<file path="config.mk">
export PLATFORM = sky130hd
export DESIGN_NAME = spi_master
export DESIGN_NICKNAME = d
export VERILOG_FILES = /design/src/rtl/spi_pkg.sv /design/src/rtl/spi_clk_gen.sv /design/src/rtl/spi_master.sv
export SDC_FILE = /design/constraint.sdc
export NUM_CORES = 1
export LEC_CHECK = 0
export ABC_AREA = 1
export CORE_MARGIN = 2
export CORE_UTILIZATION = 35
export DETAILED_ROUTE_END_ITERATION = 8
export PLACE_DENSITY = 0.58
export REMOVE_ABC_BUFFERS = 1
export SLEW_MARGIN = 5
export SYNTH_ARGS = -nofsm -noshare
export SYNTH_HDL_FRONTEND = slang
export SYNTH_SLANG_ARGS = --single-unit
</file>
<file path="constraint.sdc">
create_clock -name clk -period 1.85 [get_ports clk]
set_input_delay 0.185 -clock clk [delete_from_list [all_inputs] [get_ports clk]]
set_output_delay 0.185 -clock clk [all_outputs]
set_load 0.01 [all_outputs]
</file>
<file path="src/rtl/spi_pkg.sv">
// Shared SPI definitions for the master and slave endpoints: FSM states, word size, divider limits.
package spi_pkg;

   localparam int unsigned SPI_BITS    = 8;
   localparam int unsigned BIT_CNT_W   = $clog2(SPI_BITS);
   localparam int unsigned CLK_DIV_MIN = 2;
   localparam int unsigned CLK_DIV_MAX = 255;

   typedef enum logic [1:0] {
      IDLE     = 2'd0,
      SETUP    = 2'd1,
      TRANSFER = 2'd2,
      HOLD     = 2'd3
   } spi_state_e;

endpackage

</file>
<file path="src/rtl/spi_clk_gen.sv">
// SCLK divider: counts CLK_DIV cycles per half-period and flags leading/trailing edges
// in the same cycle sclk is toggled, so the master can act on the edge itself.
module spi_clk_gen
   import spi_pkg::*;
#(
   parameter int unsigned CLK_DIV = 4
) (
   input  logic clk,
   input  logic rst,
   input  logic en_i,
   input  logic toggle_i,
   input  logic cpol_i,
   output logic sclk_o,
   output logic tick_c_o,
   output logic lead_c_o,
   output logic trail_c_o
);

   localparam int unsigned DIV   = (CLK_DIV < CLK_DIV_MIN) ? CLK_DIV_MIN :
                                   (CLK_DIV > CLK_DIV_MAX) ? CLK_DIV_MAX : CLK_DIV;
   localparam int unsigned CNT_W = $clog2(DIV);

   logic [CNT_W-1:0] cnt_q, cnt_d;
   logic             sclk_q, sclk_d;
   logic             edge_c;

   assign tick_c_o  = en_i && (cnt_q == CNT_W'(DIV - 1));
   assign edge_c    = tick_c_o && toggle_i;
   assign lead_c_o  = edge_c && (sclk_q == cpol_i);
   assign trail_c_o = edge_c && (sclk_q != cpol_i);
   assign sclk_o    = sclk_q;

   // While disabled the counter is parked at zero and sclk tracks the idle level.
   always_comb begin
      cnt_d  = '0;
      sclk_d = cpol_i;
      if (en_i) begin
         cnt_d  = tick_c_o ? '0 : cnt_q + CNT_W'(1);
         sclk_d = edge_c ? ~sclk_q : sclk_q;
      end
   end

   always_ff @(posedge clk or posedge rst) begin
      if (rst) begin
         cnt_q  <= '0;
         sclk_q <= 1'b0;
      end else begin
         cnt_q  <= cnt_d;
         sclk_q <= sclk_d;
      end
   end

endmodule

</file>
<file path="src/rtl/spi_master.sv">
// Byte-wide SPI master, CPHA=0 (modes 0 and 2) with per-transfer SCLK polarity.
// Define SPI_LSB_FIRST_EN for LSB-first bit order; the default build is MSB first.
module spi_master
   import spi_pkg::*;
#(
   parameter int unsigned CLK_DIV = 4
) (
   input  logic                clk,
   input  logic                rst,
   input  logic                en,
   input  logic                cpol,
   input  logic [SPI_BITS-1:0] data_in,
   output logic [SPI_BITS-1:0] data_out,
   output logic                busy,
   output logic                done,
   output logic                ss,
   output logic                sclk,
   output logic                mosi,
   input  logic                miso
);

`ifdef SPI_LSB_FIRST_EN
   function automatic logic first_bit(input logic [SPI_BITS-1:0] d);
      return d[0];
   endfunction
   function automatic logic [SPI_BITS-1:0] shift_tx(input logic [SPI_BITS-1:0] d);
      return d >> 1;
   endfunction
   function automatic logic [SPI_BITS-1:0] shift_rx(input logic [SPI_BITS-1:0] r, input logic b);
      return {b, r[SPI_BITS-1:1]};
   endfunction
`else
   function automatic logic first_bit(input logic [SPI_BITS-1:0] d);
      return d[SPI_BITS-1];
   endfunction
   function automatic logic [SPI_BITS-1:0] shift_tx(input logic [SPI_BITS-1:0] d);
      return d << 1;
   endfunction
   function automatic logic [SPI_BITS-1:0] shift_rx(input logic [SPI_BITS-1:0] r, input logic b);
      return {r[SPI_BITS-2:0], b};
   endfunction
`endif

   spi_state_e           state_q, state_d;
   logic [SPI_BITS-1:0]  tx_q, tx_d;
   logic [SPI_BITS-1:0]  rx_q, rx_d;
   logic [SPI_BITS-1:0]  data_out_q, data_out_d;
   logic [BIT_CNT_W-1:0] bit_q, bit_d;
   logic                 cpol_q, cpol_d;
   logic                 ss_q, ss_d;
   logic                 mosi_q, mosi_d;
   logic                 busy_q, busy_d;
   logic                 done_q, done_d;
   logic                 div_en, div_toggle, div_cpol;
   logic                 tick, lead, trail;

   // The SETUP interval ends on the first leading edge, so toggling is enabled there too.
   assign div_en     = (state_q != IDLE);
   assign div_toggle = (state_q == SETUP) || (state_q == TRANSFER);
   assign div_cpol   = (state_q == IDLE) ? cpol : cpol_q;

   spi_clk_gen #(
      .CLK_DIV (CLK_DIV)
   ) u_clk_gen (
      .clk       (clk),
      .rst       (rst),
      .en_i      (div_en),
      .toggle_i  (div_toggle),
      .cpol_i    (div_cpol),
      .sclk_o    (sclk),
      .tick_c_o  (tick),
      .lead_c_o  (lead),
      .trail_c_o (trail)
   );

   always_comb begin
      state_d    = state_q;
      tx_d       = tx_q;
      rx_d       = rx_q;
      data_out_d = data_out_q;
      bit_d      = bit_q;
      cpol_d     = cpol_q;
      ss_d       = ss_q;
      mosi_d     = mosi_q;
      done_d     = 1'b0;

      case (state_q)
         IDLE: begin
            ss_d = 1'b1;
            if (en) begin
               tx_d    = data_in;
               rx_d    = '0;
               cpol_d  = cpol;
               ss_d    = 1'b0;
               mosi_d  = first_bit(data_in);
               bit_d   = '0;
               state_d = SETUP;
            end
         end
         SETUP: begin
            if (lead) begin
               rx_d    = shift_rx(rx_q, miso);
               state_d = TRANSFER;
            end
         end
         TRANSFER: begin
            if (lead) begin
               rx_d = shift_rx(rx_q, miso);
            end else if (trail) begin
               if (bit_q == BIT_CNT_W'(SPI_BITS - 1)) begin
                  state_d = HOLD;
               end else begin
                  bit_d  = bit_q + BIT_CNT_W'(1);
                  tx_d   = shift_tx(tx_q);
                  mosi_d = first_bit(shift_tx(tx_q));
               end
            end
         end
         HOLD: begin
            if (tick) begin
               ss_d       = 1'b1;
               data_out_d = rx_q;
               done_d     = 1'b1;
               state_d    = IDLE;
            end
         end
         default: begin
            ss_d    = 1'b1;
            state_d = IDLE;
         end
      endcase

      // busy stays up through the done cycle and across a back-to-back accept.
      busy_d = (state_d != IDLE) || done_d;
   end

   always_ff @(posedge clk or posedge rst) begin
      if (rst) begin
         state_q    <= IDLE;
         tx_q       <= '0;
         rx_q       <= '0;
         data_out_q <= '0;
         bit_q      <= '0;
         cpol_q     <= 1'b0;
         ss_q       <= 1'b1;
         mosi_q     <= 1'b0;
         busy_q     <= 1'b0;
         done_q     <= 1'b0;
      end else begin
         state_q    <= state_d;
         tx_q       <= tx_d;
         rx_q       <= rx_d;
         data_out_q <= data_out_d;
         bit_q      <= bit_d;
         cpol_q     <= cpol_d;
         ss_q       <= ss_d;
         mosi_q     <= mosi_d;
         busy_q     <= busy_d;
         done_q     <= done_d;
      end
   end

   assign data_out = data_out_q;
   assign busy     = busy_q;
   assign done     = done_q;
   assign ss       = ss_q;
   assign mosi     = mosi_q;

endmodule

</file>
==> results of run 1 <==
==> repair_timing <==
item,in CTS,in global routing
resized for setup,0,6
buffers inserted,0,3
setup endpoints to repair,0,28
==> area by class of cell <==
class,count,area share (%)
Sequential cell,36,38.3
Multi-Input combinational cell,138,36.6
Timing Repair Buffer,34,13.5
Clock buffer,7,4.09
Tap cell,70,3.72
Inverter,16,2.55
Clock inverter,1,1.28
==> Yosys cell counts (all sizes together) <==
master  count  share of area [%]
dfstp       1                1.4
o21ai      24                 10
a31oi       1               0.34
dfrtp      35                 48
nand4       3                1.9
o211ai      1               0.41
buf         5                2.5
a21oi       3               0.83
nand3       4                1.1
nand2      75                 17
ha          8                5.5
clkinv      1               0.21
nor2        6                2.3
and3        1               0.34
mux2i       7                3.9
inv        15                3.1
nor3        1               0.28
or2         1               0.34
==> per-layer routing <==
layer  routed length (um)  global-route usage (%)  part of all wire, %
met3                  149                    5.09                  4.0
met2                 1770                    22.1                   48
met4                   17                    4.36                 0.46
met5                    0                       0                    0
met1                 1770                    16.6                   48
==> tightest hold or removal path, delay by kind of cell <==
family / cells / cell delay (ns)
buffers and inverters: 3 / 0.84
==> worst paths after layout <==
kind | start | end | slack, ns | cells after the start
min reg2reg | u_clk_gen.cnt_q[0] | u_clk_gen.cnt_q[0] | 0.44 | 1
max | state_q[0] | bit_q[2] | 0.13 | 10
max in group asynchronous | rst | ss | 1.21 | 3
min | rst | data_out[4] | 0.30 | 3
min in group clk | u_clk_gen.cnt_q[0] | u_clk_gen.cnt_q[0] | 0.44 | 1
max reg2reg | state_q[0] | bit_q[2] | 0.13 | 10
==> flip-flops by register name, summed over array words and instances (netlist names), 2 cells and up <==
name	count
bit_q	3
tx_q	7
rx_q	8
data_out	8
u_clk_gen.cnt_q	2
state_q	2
==> power by group through the flow <==
| stage | Clock (mW) | Combinational [mW] | Sequential [mW] |
|---|---|---|---|
| final | 0.754 | 1.39 | 1.19 |
| after CTS | 0.776 | 1.22 | 1.19 |
| after floorplan | 0 | 0.872 | 1.19 |
| after global routing | 0.825 | 1.57 | 1.23 |
| after detailed placement | 0 | 1.22 | 1.20 |
| after global placement | 0 | 1.20 | 1.20 |
==> stage by stage <==
| step | setup slack (ns) | utilization [%] | power, mW | instances | hold slack, ns |
|---|---|---|---|---|---|
| finish | 0.129 | 46.4 | 3.33 | 302 | 0.300 |
| global route | 0.00313 | 46.4 | 3.62 | 302 | 0.352 |
| CTS | 0.00842 | 44.9 | 3.19 | 296 | 0.321 |
| detailed placement | 0.0182 | 42.5 | 2.42 | 288 | 0.433 |
| global placement | 0.0921 | 42.5 | 2.40 | 288 | 0.429 |
| floorplan | 0.0192 | - | 2.06 | 187 | 0.282 |
==> logic make-up after synthesis <==
family / synth area share, %
buffers and inverters: 5.85
adders and majority gates: 5.51
and+or+nand+nor: 23.5
AOI/OAI and AO/OA: 11.7
muxes: 3.85
DFF: 49.6
==> flow_summary.toml, run 1 <==
[setup_path]
crit_fanout = 9
worstPathRequired_ns = 2.02
arrival_ns = 1.89
critical-path-top-delay-family = "simple AND/OR/NAND/NOR gates"
critPathMaxStageDelay_ns = 0.39
cp-start-kind = "register"
slowest_stage = "dfrtp_1"
path_buf_inv = 2
path_cells = "inv_1, ha_2, inv_2, nand2_4, nor2_8, nand4_4, o21ai_4, nand2_4, nand2_2, o21ai_2"
path_class = "register to register"
cpMostUsedCell = "nand2_4"
endpoint_kind = "register"

[sta]
period_share_pct = 93.0
worst_slew_pin_slew_ns = 0.458
tns_ns = 0
slew_headroom_pct = 69.5
rsz0062_at_grt = "false"
clock_skew_ns = 0.00856
fmax_ghz = 0.581
hold_viol_final = 0
setup_viol = 0
period_minus_slack_ns = 1.72
maxSlewViolCount = 0

[global_routing]
grt_max_degree = 37
track_usage_pct = 13.5
first_global_vias = 1336
grt.overflow.total = 0
grt_pass1_wl_mm = 6.15
antenna_found_initial = 0

[clocking]
clock_tree.buffer_depth = 2
clock_latency_ns = 0.29
cts.sinks = 36
cts_root_buffer = "clkbuf_8"
h-tree-depth = 2
clk_pin_slew_ns = 0.07
tritoncts = "done"
cts_buffers = 5
ctsHoldBuffers = 0

[cells_and_area]
mostFrequentLayoutCell = "nand2_1"
drive_gt1_share_pct = 23.7
num_antenna_cells = 0
final_nets = 252
final_cell_mix = "nand2_1 (68), dfrtp_1 (35), clkdlybuf4s50_1 (25), o21ai_2 (15), inv_1 (11)"
fillCellCount = 503
final_cell_area_um2 = 2350
area_growth_pct = 29.5
seqCellArea_um2 = 902
multi_input_area_um2 = 861

[detailed_routing]
ant_nets = 0
vias = 1349
first_iter_violations = 82
routed_wl_mm = 3.70
route.detailed.drc = 0
via_per_inst = 4.47
wl_per_cell_um = 12.3
drt-pass1-iter-count = 4

[power]
p_comb_share_pct = 41.7
p_per_area_nw_per_um2 = 1420
pwr-share-seq_pct = 35.7
switchingPower_mw = 1.26
leakage_nw = 1.12
clkPwrFrac_pct = 22.6
p_int_mw = 2.07
p_sw_share_pct = 37.8
irDropWorstVdd_mv = 0.524

[place]
place_hpwl_mm = 2.40
place_area_um2 = 2150
io_buffer_count = 25
place.gp.congestion = 0.785

[synth]
ys_seq_area_share_pct = 49.6
syn_avg_cell_area_um2 = 9.47
synth_warnings = 0
netlist_area_um2 = 1820
syn_inst = 192
ys_types = 28
synth-seq-cells = 36

[floorplanning]
die_w_um = 76.1
start_util_pct = 35.8
die_h_um = 76.1
rows = 26
ios = 26
fp.coreArea_um2 = 5070
die-area_um2 = 5790

[worst_hold_path]
min_path_type = "input pin to asynchronous set/reset pin"

[run_status]
outcome = "finished, final reports clean"

[flow_run]
cap_viol_max_count = 0
(Power assumes the default switching activity.)
==> run 2: changes to the inputs <==
Settings changed: CORE_UTILIZATION 35 to 45, PLACE_DENSITY 0.58 to 0.72.
==> run 2 against run 1 <==
- fmax rose by 0.44%
- critical path type unchanged
- wire length fell by 9.5%
- cell area fell by 3.9%
- highest routed layer unchanged
- power fell by 7.6%
==> flow_summary.toml, run 2 (synthesis results as in run 1) <==
[run_status]
outcome = "finished, final reports clean"

[floorplanning]
fp.coreArea_um2 = 3940
die_h_um = 67.6
start_util_pct = 46.1
die_w_um = 67.6
rows = 23
ios = 26
die-area_um2 = 4560

[sta]
worst_slew_pin_slew_ns = 0.448
period_share_pct = 92.6
period_minus_slack_ns = 1.71
tns_ns = 0
maxSlewViolCount = 0
whs_ns = 0.290
clock_skew_ns = 0.00497
fmax_ghz = 0.583
setup_viol = 0
worst_slack_ns = 0.136
hold_viol_final = 0
slew_headroom_pct = 70.1

[clocking]
cts_buffers = 5
clk_pin_slew_ns = 0.07
h-tree-depth = 2
tritoncts = "done"
clock_tree.buffer_depth = 2
cts.sinks = 36
ctsHoldBuffers = 0
clock_latency_ns = 0.29
cts_root_buffer = "clkbuf_8"

[place]
place.gp.congestion = 0.937
place_hpwl_mm = 2.26
io_buffer_count = 25
dpl_worst_slack_ns = 0.0503
place_area_um2 = 2120

[global_routing]
track_usage_pct = 16.6
antenna_found_initial = 0
grt.overflow.total = 0
grt_max_degree = 37
first_global_vias = 1245
grt_pass1_wl_mm = 5.57

[cells_and_area]
num_antenna_cells = 0
fillCellCount = 369
final_nets = 248
drive_gt1_share_pct = 22.8
mostFrequentLayoutCell = "nand2_1"
final_cell_area_um2 = 2260
area_growth_pct = 24.4
multi_input_area_um2 = 845
final_cell_mix = "nand2_1 (68), dfrtp_1 (34), clkdlybuf4s50_1 (25), o21ai_2 (16), inv_1 (10)"
seqCellArea_um2 = 903

[setup_path]
ff2ff_setup_slack_ns = 0.14
endpoint_kind = "register"
r2r_cells = 9
worstPathRequired_ns = 2.04
cp-start-kind = "register"
arrival_ns = 1.90
path_class = "register to register"
crit_fanout = 9
r2r_start = "state_q[0]"
rr_endpoint = "bit_q[2]"

[power]
irDropWorstVdd_mv = 0.771
p_per_area_nw_per_um2 = 1360
p_sw_share_pct = 39.6
leakage_nw = 1.08
pwr-share-seq_pct = 38.6
switchingPower_mw = 1.22
p_comb_share_pct = 42.5
clkPwrFrac_pct = 18.9
p_int_mw = 1.86
power_mw = 3.08

[detailed_routing]
routed_wl_mm = 3.35
route.detailed.drc = 0
first_iter_violations = 70
drt-pass1-iter-count = 4
ant_nets = 0
vias = 1343
wl_per_cell_um = 12.0
via_per_inst = 4.83

[flow_run]
cap_viol_max_count = 0

[worst_hold_path]
min_path_type = "input pin to asynchronous set/reset pin"
-- run 2: cell count changes in the layout (fill, tap and decap cells not counted), sizes merged --
cell / previous run / this run
buf: 9 / 6
bufinv: 1 / 0
nand2: 78 / 77
clkinvlp: 0 / 1
-- run 2: worst max-delay path: stages (launching register included) --
cell,delay [ns]
dfrtp_1,0.39
inv_1,0.10
ha_2,0.34
inv_2,0.06
nor2_8,0.13
nand4_4,0.14
o21ai_4,0.15
nand2_4,0.16
nand2_2,0.09
o21ai_2,0.04
-- run 2: stage by stage --
step                instances  utilization (%)
finish                    278             57.4
floorplan                 187                -
detailed placement        267             53.8
CTS                       275             56.3
global placement          267             53.8
global route              278             57.4
-- run 2: how the worst max path moves through the flow --
stage,startpoint,end,slack [ns],depth (start not counted)
finish,state_q[0],bit_q[2],0.14,9
global route,state_q[0],bit_q[2],-0.005,11
CTS,state_q[1],bit_q[1],0.05,9
floorplan,state_q[0],data_out[0],0.02,8
detailed placement,state_q[0],bit_q[1],0.05,10
global placement,state_q[1],bit_q[1],0.09,10
-- run 2: layer usage --
metal / track usage [%] / wire, um
met1: 19.8 / 1530
met2: 27.6 / 1630
met3: 5.00 / 136
met4: 6.89 / 57
met5: 0 / 0
-- run 2: power by group through the flow --
stage	Combinational (mW)	Sequential [mW]	Clock, mW
after floorplan	0.872	1.19	0
after global placement	1.18	1.20	0
after detailed placement	1.21	1.20	0
after CTS	1.22	1.19	0.604
after global routing	1.47	1.22	0.629
final	1.31	1.19	0.583
-- run 2: cell type report --
class	count	area share [%]
sequential	36	39.9
multi-input combinational	137	37.3
timing repair buffer	31	13.1
clock buffer	7	3.82
inverter	16	2.77
tap	50	2.77
clock inverter	1	0.332
-- run 2: repair_timing --
item	in CTS	in global routing
gates resized for setup	1	7
cloned	0	2
setup buffers	0	1
endpoints found under the setup margin	1	27
endpoints found under the hold margin	0	0
pin swaps	0	1
